===== src/rtl/window_feeder_pkg.sv =====
// Shared constants and FSM state encoding for the window feeder and processing_block.
package window_feeder_pkg;

  localparam int WF_INPUT_WIDTH     = 8;
  localparam int WF_MAX_LINE_LENGTH = 16;

  typedef enum logic [1:0] {
    ST_EMPTY  = 2'd0,
    ST_PRIMED = 2'd1,
    ST_FLUSH  = 2'd2
  } wf_state_e;

endpackage


===== src/rtl/window_feeder.sv =====
// Slides a 3-tap (left, middle, right) window along each incoming line with edge borders.
// Build option: WINDOW_FEEDER_ZERO_PAD_EN selects zero borders instead of edge replication.
module window_feeder
  import window_feeder_pkg::*;
#(
  parameter int INPUT_WIDTH     = WF_INPUT_WIDTH,
  parameter int MAX_LINE_LENGTH = WF_MAX_LINE_LENGTH,
  localparam int CW             = $clog2(MAX_LINE_LENGTH + 1)
) (
  input  logic                   clk,
  input  logic                   reset,
  input  logic [INPUT_WIDTH-1:0] s_data,
  input  logic                   s_valid,
  input  logic                   s_last,
  output logic                   s_ready,
  output logic [INPUT_WIDTH-1:0] left_output,
  output logic [INPUT_WIDTH-1:0] middle_output,
  output logic [INPUT_WIDTH-1:0] right_output,
  output logic                   enable,
  input  logic                   m_ready,
  output logic [CW-1:0]          col_index,
  output logic                   overflow
);

`ifdef WINDOW_FEEDER_ZERO_PAD_EN
  localparam bit ZERO_PAD = 1'b1;
`else
  localparam bit ZERO_PAD = 1'b0;
`endif

  localparam logic [CW-1:0] CNT_MAX = CW'(MAX_LINE_LENGTH);

  function automatic logic [INPUT_WIDTH-1:0] border(input logic [INPUT_WIDTH-1:0] smp);
    return ZERO_PAD ? '0 : smp;
  endfunction

  wf_state_e              state_q, state_d;
  logic [INPUT_WIDTH-1:0] left_q, left_d, mid_q, mid_d;
  logic [INPUT_WIDTH-1:0] lo_q, lo_d, mo_q, mo_d, ro_q, ro_d;
  logic                   en_q, en_d;
  logic [CW-1:0]          cnt_q, cnt_d, col_q, col_d;
  logic                   ovf_q, ovf_d;
  logic                   slot_free, accept;
  logic [CW-1:0]          cnt_inc;

  assign slot_free = !en_q || m_ready;
  assign s_ready   = reset && slot_free && (state_q != ST_FLUSH);
  assign accept    = s_valid && s_ready;
  // cnt_q counts samples accepted in the current line and saturates at the maximum
  assign cnt_inc   = (cnt_q == CNT_MAX) ? cnt_q : cnt_q + CW'(1);

  always_comb begin
    state_d = state_q;
    left_d  = left_q;
    mid_d   = mid_q;
    lo_d    = lo_q;
    mo_d    = mo_q;
    ro_d    = ro_q;
    en_d    = en_q;
    cnt_d   = cnt_q;
    col_d   = col_q;
    ovf_d   = ovf_q;
    if (slot_free) en_d = 1'b0;
    if (accept && cnt_q == CNT_MAX) ovf_d = 1'b1;
    case (state_q)
      ST_EMPTY: begin
        if (accept) begin
          left_d  = border(s_data);
          mid_d   = s_data;
          cnt_d   = cnt_inc;
          state_d = s_last ? ST_FLUSH : ST_PRIMED;
        end
      end
      ST_PRIMED: begin
        if (accept) begin
          lo_d    = left_q;
          mo_d    = mid_q;
          ro_d    = s_data;
          en_d    = 1'b1;
          col_d   = cnt_q - CW'(1);
          left_d  = mid_q;
          mid_d   = s_data;
          cnt_d   = cnt_inc;
          state_d = s_last ? ST_FLUSH : ST_PRIMED;
        end
      end
      ST_FLUSH: begin
        if (slot_free) begin
          lo_d    = left_q;
          mo_d    = mid_q;
          ro_d    = border(mid_q);
          en_d    = 1'b1;
          col_d   = cnt_q - CW'(1);
          cnt_d   = '0;
          state_d = ST_EMPTY;
        end
      end
      default: state_d = ST_EMPTY;
    endcase
  end

  always_ff @(posedge clk) begin
    if (!reset) begin
      state_q <= ST_EMPTY;
      left_q  <= '0;
      mid_q   <= '0;
      lo_q    <= '0;
      mo_q    <= '0;
      ro_q    <= '0;
      en_q    <= 1'b0;
      cnt_q   <= '0;
      col_q   <= '0;
      ovf_q   <= 1'b0;
    end else begin
      state_q <= state_d;
      left_q  <= left_d;
      mid_q   <= mid_d;
      lo_q    <= lo_d;
      mo_q    <= mo_d;
      ro_q    <= ro_d;
      en_q    <= en_d;
      cnt_q   <= cnt_d;
      col_q   <= col_d;
      ovf_q   <= ovf_d;
    end
  end

  assign left_output   = lo_q;
  assign middle_output = mo_q;
  assign right_output  = ro_q;
  assign enable        = en_q;
  assign col_index     = col_q;
  assign overflow      = ovf_q;

endmodule


===== config.mk =====
export PLATFORM = sky130hd
export DESIGN_NAME = window_feeder
export DESIGN_NICKNAME = d
export VERILOG_FILES = /design/src/rtl/window_feeder_pkg.sv /design/src/rtl/window_feeder.sv
export SDC_FILE = /design/constraint.sdc
export NUM_CORES = 1
export LEC_CHECK = 0
export CAP_MARGIN = 10
export CORE_MARGIN = 2
export CORE_UTILIZATION = 51
export CTS_BUF_LIST = sky130_fd_sc_hd__clkbuf_16
export CTS_CLUSTER_SIZE = 10
export DETAILED_ROUTE_END_ITERATION = 12
export GPL_TIMING_DRIVEN = 1
export PLACE_DENSITY_LB_ADDON = 0.1
export SLEW_MARGIN = 20
export SYNTH_ARGS = -nofsm -noshare
export SYNTH_HDL_FRONTEND = slang
export SYNTH_SLANG_ARGS = --single-unit

===== constraint.sdc =====
create_clock -name clk -period 2.05 [get_ports clk]
set_clock_uncertainty 0.1 [all_clocks]
set_input_delay 0.205 -clock clk [delete_from_list [all_inputs] [get_ports clk]]
set_output_delay 0.205 -clock clk [all_outputs]
set_load 0.01 [all_outputs]

---- Word-level counts from Yosys, hierarchy flattened ----
Index checks and enable logic that the tools add are counted.
word-level totals
  flip-flop bits (word level) ............. 54
  input bits .............................. 13
  output and inout port bits .............. 32
operators by class
  add/subtract/negate cells ............... 2
  equality and inequality tests ........... 9
  multiplexer cells ....................... 24
  reduce and logical (&&, ||, !) cells .... 16
operators by type and width
  operator                                          count
  case mux 8 bit (2 select lines)                   4
  2-to-1 mux 8 bit                                  5
  2-to-1 mux 5 bit                                  5
  case mux 5 bit (2 select lines)                   2
  != test 2 bit, second input constant              5
  2-to-1 mux 2 bit                                  3
  AND reduction 3 bit                               2
  nonzero test 2 bit                                3
  adder 5 x 1 -> 5 bit, second input constant       1
  == test 5 bit, second input constant              1
  subtractor 5 x 1 -> 5 bit, second input constant  1
  logical AND 1 bit                                 4
  case mux 2 bit (2 select lines)                   1
  AND reduction 2 bit                               2
  AND reduction 4 bit                               1
  2-to-1 mux 1 bit                                  3
  == test 2 x 1 -> 1 bit, second input constant     1
  == test 2 bit, second input constant              1
  logical NOT 2 bit                                 1
  != test 2 x 1 -> 1 bit, second input constant     1
  case mux 1 bit (2 select lines)                   1
  OR reduction 2 bit                                1
  logical NOT 1 bit                                 1
  logical OR 1 bit                                  1

---- Depth between registers and ports, before layout ----
  word-level depth ........................ 7
  depth in mapped cells ................... 10
  mapped depth without buffers ............ 7

---- Worst setup path after synthesis ----
OpenSTA, ideal clock, no wires.
  kind .................................... register -> register
  from .................................... reg state_q[0]
  to ...................................... reg col_q[2], in the netlist col_index[2]
  setup time .............................. 0.074 ns
  arrival ................................. 1.540 ns
  data required time ...................... 1.876 ns
  setup slack ............................. 0.336 ns
  cell stages (with the launch flop) ...... 11
  path buffers ............................ 3
  clock period less this slack ............ 1.714 ns
  path through ............................ dfxtp_1 > inv_1 > ha_1 > buf_6 > nor2b_4 > nand3_2 > a21oi_2 > buf_4 > buf_6 > nand3_1 > o21ai_0
between the ends
  cells in the longest elaborated chain, start to end .. 5
RTL lines
  item                           RTL line              RTL
  start: declaration             window_feeder.sv:37   wf_state_e state_q, state_d;
  start signal: assignment       window_feeder.sv:115  state_q <= state_d;
  != test 2 bit                  window_feeder.sv:47   assign s_ready = reset && slot_free && (state_q != ST_FLUSH);
  logical AND 1 bit              window_feeder.sv:47
  logical AND 1 bit              window_feeder.sv:48   assign accept = s_valid && s_ready;
  != test 2 bit (no line)        n/a
  AND reduction 3 bit (no line)  n/a
  end signal: assignment         window_feeder.sv:123  col_q <= col_d;
  end: declaration               window_feeder.sv:41   logic [CW-1:0] cnt_q, cnt_d, col_q, col_d;
Several ways; a longest one is shown, not always the timed one.
A chain may end at the register's enable or synchronous reset.

---- Worst setup path after layout ----
  from .................................... reg state_q[0]
  to ...................................... reg ro_q[4], in the netlist right_output[4]
between the ends
  cells in the longest elaborated chain, start to end .. 5
RTL lines
  item                           RTL line              RTL
  != test 2 bit                  window_feeder.sv:47
  logical AND 1 bit              window_feeder.sv:47
  logical AND 1 bit              window_feeder.sv:48
  != test 2 bit (no line)        n/a
  AND reduction 3 bit (no line)  n/a
  end signal: assignment         window_feeder.sv:120  ro_q <= ro_d;
  end: declaration               window_feeder.sv:39   logic [INPUT_WIDTH-1:0] lo_q, lo_d, mo_q, mo_d, ro_q, ro_d;
Several ways; a longest one is shown, not always the timed one.

==> reports/metrics.csv <==
stage;metric;value;unit
critical_path;FF-to-FF setup slack;0.22;ns
critical_path;CP arrival;1.91;ns
floorplanning;Die ar.;0.00525;mm²
place;gpl congestion;0.833;
grt;antenna violations before repair;0;
critical_path;Worst setup endpoint;right_output[4]$_SDFFE_PN0P_;
synthesis;Top FF cell, synth;dfxtp_1;
sta;Slew Viols, Final;0;
sta;Hold Violations, Final;0;
power;internal power;1870;µW
critical_path;Critical Path Stages;8;
sta;period utilization;89.2;%
power;Worst IR Drop VDD;0.669;mV
clock_network;Max Buffers Root-to-Sink;2;
grt;GR Overflow Total;0;
place;Port Buf Inserts;44;
critical_path;R2R depth;8;
critical_path;startpoint types;flop;
drt;DR pass1 iterations;4;
synthesis;Mapped Avg Cell Area;9.41;µm²
synthesis;gate count of the mapped netlist;254;
clock_network;# Post-CTS Setup Buffers;0;
grt;wire length of the first global-routing pass;8430;µm
grt;total track usage;20.5;%
floorplanning;Ports;45;
clock_network;CTS root buf;clkbuf_16;
floorplanning;site row count;24;
drt;routed via count;1909;
cells_and_area;layout cells sized above 1;8.47;%
drt;total wire length;4970;µm
sta;fmax;547;MHz
clock_network;TritonCTS clock tree;done;
clock_network;H-tree levels;2;
clock_network;Clk Latency, worst-skew pair;0.29;ns
synthesis;syn nets;273;
power;switching part of the total;27.5;%
cells_and_area;cell area after layout;0.00301;mm²
floorplanning;Die Height;72.5;µm
critical_path;CP max stage cell;dfxtp_2;
cells_and_area;ANT cells;0;
sta;setup_tns;0;ns
clock_network;# hold bufs at CTS;0;
grt;vias in the first global route;1787;
place;placed wire-length estimate;3340;µm
critical_path;Bufs and invs on worst path;2;
drt;Via density;5.50;
critical_path;worst r2r dst;right_output[4]$_SDFFE_PN0P_;
run;Max Cap Violations;0;
floorplanning;Starting Density;53.8;%
sta;RSZ-0062 raised after global routing;false;
synthesis;Distinct cells, synth;34;
sta;Max-Slew Margin vs Limit;55.4;%
clock_network;clock transition at the registers of the reported paths;0.07;ns
power;sw power;710;µW
critical_path;cell chain of the critical path;inv_1 > ha_2 > nand3b_1 > o21ai_0 > a21oi_4 > buf_4 > nand2_1 > o211a_1;
drt;Routed Antenna Nets;0;
power;Clk pwr share;31.7;%
power;Flop pwr share;46.8;%
sta;fin worst setup slack;0.221;ns
critical_path;crit-path max FO;26;
critical_path;Top Family by Delay on Critical Path;compound AO/OA/AOI/OAI gates;
drt;wire per inst;14.3;µm
run_status;run status;complete, no violations;
critical_path;CP Class;flop to flop;
place;setup slack after placement;0.132;ns
critical_path;worst reg2reg path startpoint;state_q[0]$_SDFFE_PN0P_;
power;total power draw;2580;µW
cells_and_area;Final Util;67.7;%
drt;DRC;0;
floorplanning;Core Box Area;0.00444;mm²
critical_path;critical path required time;2.14;ns
sta;# setup viols final;0;
cells_and_area;fin nets;313;
synthesis;Post-synth EDFFs;0;
critical_path;Critical Path End Type;flop;
clock_network;clock tree sinks;54;
synthesis;ys async rst share;0;%
synthesis;Yosys warning count;0;
power;Combinational Power Share;21.5;%
sta;minimum clock period;1.83;ns
place;area post-placement;0.00286;mm²
critical_path;max incr delay on CP;0.34;ns
power;Pleak;0.00125;µW
power;PwrDens;856;mW/mm²
synthesis;Seq/Total Area, Yosys;45.2;%
clock_network;total CTS buffers;5;
synthesis;Seq cells post-synth;54;
min_path;HP Class;flop to flop;
grt;pin count of the biggest net entering global routing;74;
floorplanning;Die Wd;72.5;µm
sta;worst slew pin tran;0.670;ns
cells_and_area;P&R area growth vs syn;25.9;%
drt;Iter 0 DRT Violations;121;
synthesis;Synth Cell Area;0.00239;mm²
critical_path;crit path launch;state_q[0]$_SDFFE_PN0P_;
[power by group through the flow]
stage                     Clock, µW  Combinational [µW]  Sequential (µW)
after floorplan                   0                 327             1240
after global placement            0                 547             1230
after detailed placement          0                 553             1230
after CTS                       835                 559             1210
after global routing            879                 609             1220
final                           816                 555             1210
[tightest hold or removal path: cells and delay by family (launching register included)]
family / cells / cell delay, ns
DFF: 1 / 0.31
AOI/OAI and AO/OA: 1 / 0.06
and+or+nand+nor: 1 / 0.05
[cells in the mapped netlist, types with 3 or more instances]
library cell | instances | area, µm²
o211ai_1 | 3 | 22.5
ha_1 | 6 | 75.1
clkbuf_1 | 7 | 26.3
o211a_1 | 18 | 180
buf_2 | 6 | 30.0
nor2b_1 | 8 | 50.1
nor2_1 | 4 | 15.0
buf_6 | 4 | 45.0
o21ai_0 | 24 | 120
nand2_1 | 41 | 154
dfxtp_1 | 54 | 1080
nand3_1 | 22 | 110
inv_1 | 5 | 18.8
mux2i_1 | 24 | 240
[layer usage]
layer | vias to the layer above | global-route usage, % | wire [µm]
met3 | 5 | 4.86 | 247
li1 | 968 | - | -
met2 | 50 | 32.2 | 2240
met1 | 886 | 28.3 | 2440
met4 | 0 | 5.56 | 46
met5 | - | 0 | 0
[worst min path at each step]
stage,from,end,cells after the start
global placement,middle_output[6]$_SDFFE_PN0P_,middle_output[6]$_SDFFE_PN0P_,2
floorplan,s_last,state_q[1]$_SDFFE_PN0P_,1
global route,col_index[4]$_SDFFE_PN0P_,col_index[4]$_SDFFE_PN0P_,2
detailed placement,left_output[1]$_SDFFE_PN0P_,left_output[1]$_SDFFE_PN0P_,2
finish,left_output[2]$_SDFFE_PN0P_,left_output[2]$_SDFFE_PN0P_,2
CTS,left_output[1]$_SDFFE_PN0P_,left_output[1]$_SDFFE_PN0P_,2
[final cells by class]
cell class                 count  area (µm²)
clock buffer                   5         125
clock inverter                 3        16.3
fill                         379        1440
inverter                       5        18.8
multi-input combinational    174        1180
sequential                    54        1080
tap                           52        65.1
timing repair buffer          54         526
[cell families (layout without fill, tap and decap cells)]
family | Yosys count | in the layout | synth area share (%)
and+or+nand+nor | 84 | 84 | 16.7
AOI/OAI and AO/OA | 57 | 57 | 17.8
DFF | 54 | 54 | 45.2
buffers and inverters | 26 | 67 | 5.97
muxes | 24 | 24 | 10.1
adders and majority gates | 6 | 6 | 3.14
xor gates and xnor gates | 3 | 3 | 1.10
[state kept, by name (all words and copies together), names as in the netlist]
name / cells
left_output: 8
left_q: 8
col_index: 5
right_output: 8
enable: 1
overflow: 1
mid_q: 8
cnt_q: 5
middle_output: 8
state_q: 2
[placed cells by master (no fill, tap or decap), types with 2 or more instances in the layout]
cell type / n
ha_1: 5
o21ai_0: 24
clkdlybuf4s50_1: 42
dfxtp_1: 53
nor2b_1: 8
a31oi_1: 2
nand2_1: 41
o21ai_1: 2
nor2_1: 4
o211ai_1: 3
o211a_1: 18
clkbuf_16: 5
buf_4: 9
a21boi_0: 2
a32o_1: 2
inv_1: 5
xor2_1: 2
nand3_1: 22
nand4_1: 2
mux2i_1: 24
[through the flow]
step	instances	hold slack, ns
after detailed placement	339	0.350
after global routing	347	0.388
after CTS	347	0.360
final	347	0.356
after floorplan	254	0.231
after global placement	339	0.346
[timing repair]
action	4_1_cts	5_1_grt
setup endpoints to repair	1	1
gates resized for setup	1	2
hold endpoints to repair	0	0
Power figures use the tool's default switching activity.
==> edit, RTL diff (same settings) <==
Change the package constant `WF_INPUT_WIDTH` from 8 to 10.
--- a/src/rtl/window_feeder_pkg.sv
+++ b/src/rtl/window_feeder_pkg.sv
@@ -1,7 +1,7 @@
 // Shared constants and FSM state encoding for the window feeder and processing_block.
 package window_feeder_pkg;
 
-  localparam int WF_INPUT_WIDTH     = 8;
+  localparam int WF_INPUT_WIDTH     = 10;
   localparam int WF_MAX_LINE_LENGTH = 16;
 
   typedef enum logic [1:0] {
Interface: changed (resized left_output, middle_output, right_output and s_data); port bits go from 45 to 53. The function was not compared with the original's and may differ.
==> edit against the original RTL <==
  * Critical path depth shrank 2
  * Synthesized area rose by 18%
  * Routed wire length is 29% higher
  * Power grew 40%
  * Sequential cell count grew 10
  * Setup slack got worse by 0.054 ns
  * First-iteration DRC count increased by 5.8%
  * Final area up 25%
  * Sequential share of layout area decreased by 2.0 points
  * Critical endpoint is now cnt_q[3]
  * Largest cell class unchanged
  * Largest power group is now clock
==> edit: results (changes against the original RTL) <==
clkbuf count 9 (+4); Via density 5.43 (-1.3%); Placer Congestion 0.833 (about the same); DR vias 2379 (+25%); measured slew at the worst slew-check pin 0.429 ns (-0.240 ns); WL met1 3160 um (+29%); port bufs 52 (+18%); worst r2r src state_q[1]; Non-clk bufs 63 (+17%); Cell variety after synth 42 (+24%); Hold WC Path Type in2reg; share of the synthesized area in the top cell type 45.3% (+0.074 points); Post-Synthesis Net Count 333 (+22%); Synth Instances 312 (+23%); largest net degree at the start of global routing 69 (-6.8%); Worst Setup EP cnt_q[3]; Final Util 69.3% (+1.6 points); outcome finished, final reports clean; comb_multi_in 218 (+25%); TritonCTS Sinks 64 (+19%); global-route met3 utilization 5.29% (+0.43 points); setup ws final 0.167 ns (-0.0544 ns); NumNets Final 382 (+22%); Layout non-clock buf frac 16.5% (-0.97 points); met1 GRT Util 30.1% (+1.8 points)
==> edit: cell count changes after synthesis, moves of 6 or more <==
cell	change
nand2_1	+28
o211a_1	+7
nor2b_1	-6
a21boi_0	+8
clkbuf_1	+7
dfxtp_1	+10
==> edit: critical path: cells and delay by family (launching register included) <==
family / cells / cell delay (ns)
compound gates: 1 / 0.07
fa+ha+maj: 1 / 0.26
buf+inv: 1 / 0.08
flops: 1 / 0.33
simple gates: 3 / 0.96
==> edit: power by group <==
group / total (mW) / switching (mW) / internal [mW] / leakage (nW)
Sequential: 1.39 / 0.0589 / 1.33 / 0.521
Clock: 1.70 / 0.527 / 1.18 / 0.164
Combinational: 0.506 / 0.256 / 0.250 / 0.911
==> edit: cell families (layout without fill, tap and decap cells) <==
group	after synthesis	in the layout	share of synthesized area [%]
xor+xnor	3	3	0.929
flops	64	64	45.3
simple gates	116	116	19.8
mux	20	20	7.08
buf+inv	30	84	4.78
fa+ha+maj	6	6	2.65
compound gates	73	73	19.5
